[src/rtl/uart_pkg.sv]
`default_nettype none
// ----------------------------------------------------------------------------
// uart_pkg : constants and state encoding shared by the UART send/recv blocks
// Rev 1.0
// ----------------------------------------------------------------------------
package uart_pkg;

  localparam int UART_DATA_W = 128;
  localparam int CLK_FREQ    = 50_000_000;
  localparam int UART_BPS    = 115_200;

  typedef logic [1:0] arb_state_t;
  localparam logic [1:0] ST_IDLE      = 2'd0;
  localparam logic [1:0] ST_LAUNCH    = 2'd1;
  localparam logic [1:0] ST_WAIT_BUSY = 2'd2;
  localparam logic [1:0] ST_WAIT_DONE = 2'd3;

  function automatic int idx_w(input int n);
    return (n > 1) ? $clog2(n) : 1;
  endfunction

endpackage
`default_nettype wire

[src/rtl/uart_tx_arbiter_rr_pick.sv]
`default_nettype none
// ----------------------------------------------------------------------------
// rr_pick : combinational winner select, round robin after 'last' by default,
//           lowest index first when UART_ARB_FIXED_PRIO_EN is defined
// Rev 1.0
// ----------------------------------------------------------------------------
module rr_pick
  import uart_pkg::*;
#(
  parameter int N_REQ = 2,
  parameter int IDX_W = idx_w(N_REQ)
) (
  input  logic [N_REQ-1:0] req,
  input  logic [IDX_W-1:0] last,
  output logic             valid,
  output logic [N_REQ-1:0] onehot,
  output logic [IDX_W-1:0] idx
);

`ifndef UART_ARB_FIXED_PRIO_EN
  function automatic logic [IDX_W-1:0] rot(input logic [IDX_W-1:0] base, input int off);
    return IDX_W'((int'(base) + off) % N_REQ);
  endfunction
`else
  logic unused_last;
  assign unused_last = ^last;
`endif

  always_comb begin
    valid  = 1'b0;
    onehot = '0;
    idx    = '0;
`ifdef UART_ARB_FIXED_PRIO_EN
    for (int i = N_REQ - 1; i >= 0; i--) begin
      if (req[i]) begin
        valid = 1'b1;
        idx   = IDX_W'(i);
      end
    end
`else
    // Scan from the farthest offset down so the nearest pending requester wins.
    for (int off = N_REQ; off >= 1; off--) begin
      if (req[rot(last, off)]) begin
        valid = 1'b1;
        idx   = rot(last, off);
      end
    end
`endif
    onehot[idx] = valid;
  end

endmodule
`default_nettype wire

[src/rtl/uart_tx_arbiter.sv]
`default_nettype none
// ----------------------------------------------------------------------------
// uart_tx_arbiter : shares p_uart_send between N_REQ requesters
//                   (define UART_ARB_FIXED_PRIO_EN for fixed priority)
// Rev 1.0
// ----------------------------------------------------------------------------
module uart_tx_arbiter
  import uart_pkg::*;
#(
  parameter int N_REQ    = 2,
  parameter int DATA_W   = UART_DATA_W,
  parameter int START_TO = 16,
  parameter int GAP_CYC  = 0
) (
  input  logic                    sys_clk,
  input  logic                    sys_rst_n,
  input  logic [N_REQ-1:0]        req,
  input  logic [N_REQ*DATA_W-1:0] req_data,
  output logic [N_REQ-1:0]        ack,
  output logic [N_REQ-1:0]        done,
  output logic [N_REQ-1:0]        err,
  output logic [idx_w(N_REQ)-1:0] grant_id,
  output logic                    uart_en,
  output logic [DATA_W-1:0]       uart_din,
  input  logic                    uart_tx_busy
);

  localparam int GW  = idx_w(N_REQ);
  localparam int TW  = (START_TO > 1) ? $clog2(START_TO) : 1;
  localparam int GPW = (GAP_CYC > 0) ? $clog2(GAP_CYC + 1) : 1;

  arb_state_t        state_q, state_d;
  logic [GW-1:0]     rr_q, rr_d;
  logic [TW-1:0]     to_q, to_d;
  logic [GPW-1:0]    gap_q, gap_d;
  logic [N_REQ-1:0]  ack_q, ack_d;
  logic [N_REQ-1:0]  done_q, done_d;
  logic [N_REQ-1:0]  err_q, err_d;
  logic              en_q, en_d;
  logic [DATA_W-1:0] din_q, din_d;
  logic [GW-1:0]     gid_q, gid_d;

  logic              pick_valid;
  logic [N_REQ-1:0]  pick_onehot;
  logic [GW-1:0]     pick_idx;

  rr_pick #(
    .N_REQ (N_REQ),
    .IDX_W (GW)
  ) u_pick (
    .req    (req),
    .last   (rr_q),
    .valid  (pick_valid),
    .onehot (pick_onehot),
    .idx    (pick_idx)
  );

  always_comb begin
    state_d = state_q;
    rr_d    = rr_q;
    to_d    = to_q;
    gap_d   = gap_q;
    din_d   = din_q;
    gid_d   = gid_q;
    ack_d   = '0;
    done_d  = '0;
    err_d   = '0;
    en_d    = 1'b0;
    case (state_q)
      ST_IDLE: begin
        if (gap_q != '0) begin
          gap_d = gap_q - 1'b1;
        end else if (pick_valid && !uart_tx_busy) begin
          din_d   = req_data[pick_idx*DATA_W +: DATA_W];
          gid_d   = pick_idx;
          ack_d   = pick_onehot;
          rr_d    = pick_idx;
          state_d = ST_LAUNCH;
        end
      end
      ST_LAUNCH: begin
        en_d    = 1'b1;
        to_d    = '0;
        state_d = ST_WAIT_BUSY;
      end
      ST_WAIT_BUSY: begin
        if (uart_tx_busy) begin
          state_d = ST_WAIT_DONE;
        end else if (to_q == TW'(START_TO - 1)) begin
          // Transmitter never accepted the frame; drop it, the owner must re-request.
          err_d[gid_q] = 1'b1;
          gap_d        = GPW'(GAP_CYC);
          state_d      = ST_IDLE;
        end else begin
          to_d = to_q + 1'b1;
        end
      end
      ST_WAIT_DONE: begin
        if (!uart_tx_busy) begin
          done_d[gid_q] = 1'b1;
          gap_d         = GPW'(GAP_CYC);
          state_d       = ST_IDLE;
        end
      end
      default: state_d = ST_IDLE;
    endcase
  end

  always_ff @(posedge sys_clk or negedge sys_rst_n) begin
    if (!sys_rst_n) begin
      state_q <= ST_IDLE;
      rr_q    <= GW'(N_REQ - 1);
      to_q    <= '0;
      gap_q   <= '0;
      ack_q   <= '0;
      done_q  <= '0;
      err_q   <= '0;
      en_q    <= 1'b0;
      din_q   <= '0;
      gid_q   <= '0;
    end else begin
      state_q <= state_d;
      rr_q    <= rr_d;
      to_q    <= to_d;
      gap_q   <= gap_d;
      ack_q   <= ack_d;
      done_q  <= done_d;
      err_q   <= err_d;
      en_q    <= en_d;
      din_q   <= din_d;
      gid_q   <= gid_d;
    end
  end

  assign ack      = ack_q;
  assign done     = done_q;
  assign err      = err_q;
  assign grant_id = gid_q;
  assign uart_en  = en_q;
  assign uart_din = din_q;

endmodule
`default_nettype wire

[config.mk]
export PLATFORM = sky130hd
export DESIGN_NAME = uart_tx_arbiter
export DESIGN_NICKNAME = d
export VERILOG_FILES = /design/src/rtl/uart_pkg.sv /design/src/rtl/uart_tx_arbiter_rr_pick.sv /design/src/rtl/uart_tx_arbiter.sv
export SDC_FILE = /design/constraint.sdc
export NUM_CORES = 1
export LEC_CHECK = 0
export ABC_AREA = 0
export ABC_CLOCK_PERIOD_IN_PS = 2250
export CORE_AREA = 2 2 156 158
export DETAILED_ROUTE_END_ITERATION = 10
export DIE_AREA = 0 0 158 160
export PLACE_DENSITY = 0.67
export SYNTH_ARGS = -nofsm -noshare
export SYNTH_HDL_FRONTEND = slang
export SYNTH_SLANG_ARGS = --single-unit
[constraint.sdc]
create_clock -name sys_clk -period 2.25 [get_ports sys_clk]
set_input_delay 0.225 -clock sys_clk [delete_from_list [all_inputs] [get_ports sys_clk]]
set_output_delay 0.225 -clock sys_clk [all_outputs]
set_load 0.005 [all_outputs]
==> run_results.csv <==
group,metric,value,unit
final_layout,drive_gt1_frac,0.0576,
timing,max_slew_margin,0.638,
route,wl_per_cell,19.8,um
logic_synthesis,avgSynthCellArea,12.8,sq um
timing,period_minus_slack,1780,ps
cts,clk_pin_slew,70,ps
cts,insertion_delay,420,ps
die,core,23800,sq um
pwr,p_sw_frac,0.294,
cts,clock-root-buffer,"clkbuf_16",
final_layout,fill_cells,2180,
route,routed_via_density,5.04,
timing,finalHoldViolCount,0,
timing,drv_slew,0,
global_routing,grt_max_degree,65,
route,drt-pass1-iter-count,4,
placed_design,dp_slack,183,ps
final_layout,num_antenna_cells,0,
global_routing,antenna_found_initial,1,
die,ios,397,
final_layout,final_util,0.475,
logic_synthesis,synth.yosys.seq_area_share,0.559,
timing,period_share,0.789,
setup_path,crit_required,2560,ps
route,vias,6095,
die,die_width,158,um
route,drtAntennaViolNets,0,
timing,setup_slack,475,ps
final_layout,multi_input_area,2500,sq um
timing,rsz0062_at_grt,"false",
global_routing,grt_usage,0.181,
logic_synthesis,synth_top_family_by_area,"compound AO/OA/AOI/OAI gates",
logic_synthesis,synth_warnings,0,
setup_path,path_max_fanout,62,
pwr,irDropWorstVdd,0.000509,V
pwr,intPower,0.00897,W
hold_path,hold_class,"input port to async pin",
final_layout,seq_area,3580,sq um
timing,final-setup-viol-count,0,
pwr,switchingPower,0.00373,W
logic_synthesis,yosys.area.top_type,"dfrtp_1",
timing,fin_tns_setup,0,ps
die,initial_core_util,0.269,
placed_design,post-dp-hpwl,16.6,mm
global_routing,grt_pass1_wl,35.4,mm
final_layout,layout_commonest_cell,"clkdlybuf4s50_1",
run_status,outcome,"complete, no violations",
route,drt-total-wl,23.9,mm
logic_synthesis,syn_area,6400,sq um
setup_path,worst_setup_path_end_kind,"flip-flop",
cts,cts_buffer_depth,2,
pwr,p_leak,4.57,nW
logic_synthesis,synthTopCellsByArea,"dfrtp_1 56%, a221o_1 20%, a21boi_0 15%",
logic_synthesis,ys_types,29,
final_layout,design_area,11300,sq um
logic_synthesis,synth_simple_gate_area_frac,0.0252,
die,dieArea,25300,sq um
cts,cts_buffers,17,
logic_synthesis,synth-xor-area-share,0,
route,drc,0,
timing,tightest_slew,543,ps
pwr,power.total,0.0127,W
global_routing,grt_pass1_vias,6126,
placed_design,post_dp_cell_area,10700,sq um
pwr,power_frac_comb,0.429,
cts,htree_levels,4,
route,dr.first_iter.drc_count,462,
job,cap_violations,0,
cts,cts_resized,0,
logic_synthesis,synth_cells,501,
logic_synthesis,ys_seq_elements,143,
die,row_count,57,
cts,hold_buffers,1,
cts,cts_setup_buffers,0,
placed_design,portBuffers,396,
setup_path,path_class,"flip-flop to flip-flop",
timing,max_freq,563,MHz
logic_synthesis,synth_top_area_frac,0.555,
final_layout,fin_nets,1134,
logic_synthesis,synthAdderAreaFrac,0.00196,
logic_synthesis,synth_nets,763,
global_routing,grt_overflow,0,
pwr,p_per_area,1120,nW/um^2
setup_path,arrival,2080,ps
logic_synthesis,synth_compound_area_frac,0.360,
logic_synthesis,synthMuxAreaShare,0.00156,
setup_path,r2r_slack,470,ps
final_layout,syn_to_final_growth,76.9,%
die,die_y,160,um
cts,clock-sinks,143,
setup_path,startpoint_type,"flip-flop",
final_layout,layout_common_cells,"395 x clkdlybuf4s50_1, 142 x dfrtp_1, 128 x a21boi_0, 128 x a221o_1, 17 x clkbuf_16",
cts,cts_tree,"yes",
timing,fin_worst_skew,8.17,ps
placed_design,routabilityCongestion,0.805,
pwr,p_clk_frac,0.229,
pwr,p_seq_frac,0.342,
[power by group through the flow]
stage	combinational, W	sequential [W]	clock (W)
2_1_floorplan	0.00217	0.00434	0
3_3_place_gp	0.00538	0.00437	0
3_5_place_dp	0.00549	0.00434	0
4_1_cts	0.00550	0.00435	0.00298
5_1_grt	0.00588	0.00448	0.00309
6_report	0.00544	0.00435	0.00291
[path summary, 6_finish.rpt]
path | startpoint | end | cells after the start
max | state_q[1] | uart_din[1] | 4
min | sys_rst_n | uart_din[27] | 2
max reg2reg | state_q[1] | uart_din[1] | 4
min reg2reg | grant_id | done[0] | 1
max in group asynchronous | sys_rst_n | rr_q | 3
min in group sys_clk | req_data[49] | uart_din[49] | 2
[cell families after synthesis]
group                    Yosys count
buffers and inverters             62
flip-flops                       143
adder cells (fa/ha/maj)            1
AO/OA/AOI/OAI                    265
multiplexers                       1
AND/OR/NAND/NOR                   29
[routing by layer]
metal,GRT usage,part of all wire,vias up
met1,0.221,0.41,3034
li1,-,-,2757
met2,0.299,0.48,280
met5,0,0,-
met4,0.0516,0.018,0
met3,0.0670,0.093,24
[registers in the layout, summed over array words and instances, names as in the netlist]
register  count
uart_en       1
state_q       2
rr_q          1
to_q          4
done          2
uart_din    128
grant_id      1
err           2
ack           2
[cell usage after synthesis]
library cell  instances
nand3_1               1
o311ai_0              2
o21ai_1               1
buf_2                19
a22o_1                1
a21oi_1               4
nor2b_1               2
dfrtp_1             142
nor3_4                1
buf_6                10
buf_4                 1
nor2_1                9
or4_1                 1
clkbuf_1             29
nand2b_1              3
and3_1                3
or2_2                 1
a221o_1             128
mux2i_1               1
nand4_1               1
o211ai_1              1
ha_1                  1
inv_1                 3
nand2_1               4
a21boi_0            128
and4b_1               1
dfstp_2               1
nor3_1                1
or3_1                 1
[layout make-up]
type / instances / area share
Sequential cell: 143 / 0.316
Clock inverter: 13 / 0.0135
Tap cell: 324 / 0.0358
Timing Repair Buffer: 411 / 0.374
Inverter: 3 / 0.000995
Multi-Input combinational cell: 296 / 0.221
Clock buffer: 19 / 0.0391
[worst max-delay path, stage by stage (launching register included)]
cell and delay [ps]:
dfrtp_1 470, nor3_4 370, buf_12 290, a21boi_0 180, a221o_1 290
[stage by stage]
| stage | hold WS [ps] | std cells |
|---|---|---|
| 2_1_floorplan | -70.6 | 501 |
| 3_3_place_gp | 235 | 1176 |
| 3_5_place_dp | 230 | 1176 |
| 4_1_cts | 339 | 1209 |
| 5_1_grt | 367 | 1209 |
| 6_report | 332 | 1209 |
No activity file was read; power rests on OpenSTA's default activity.
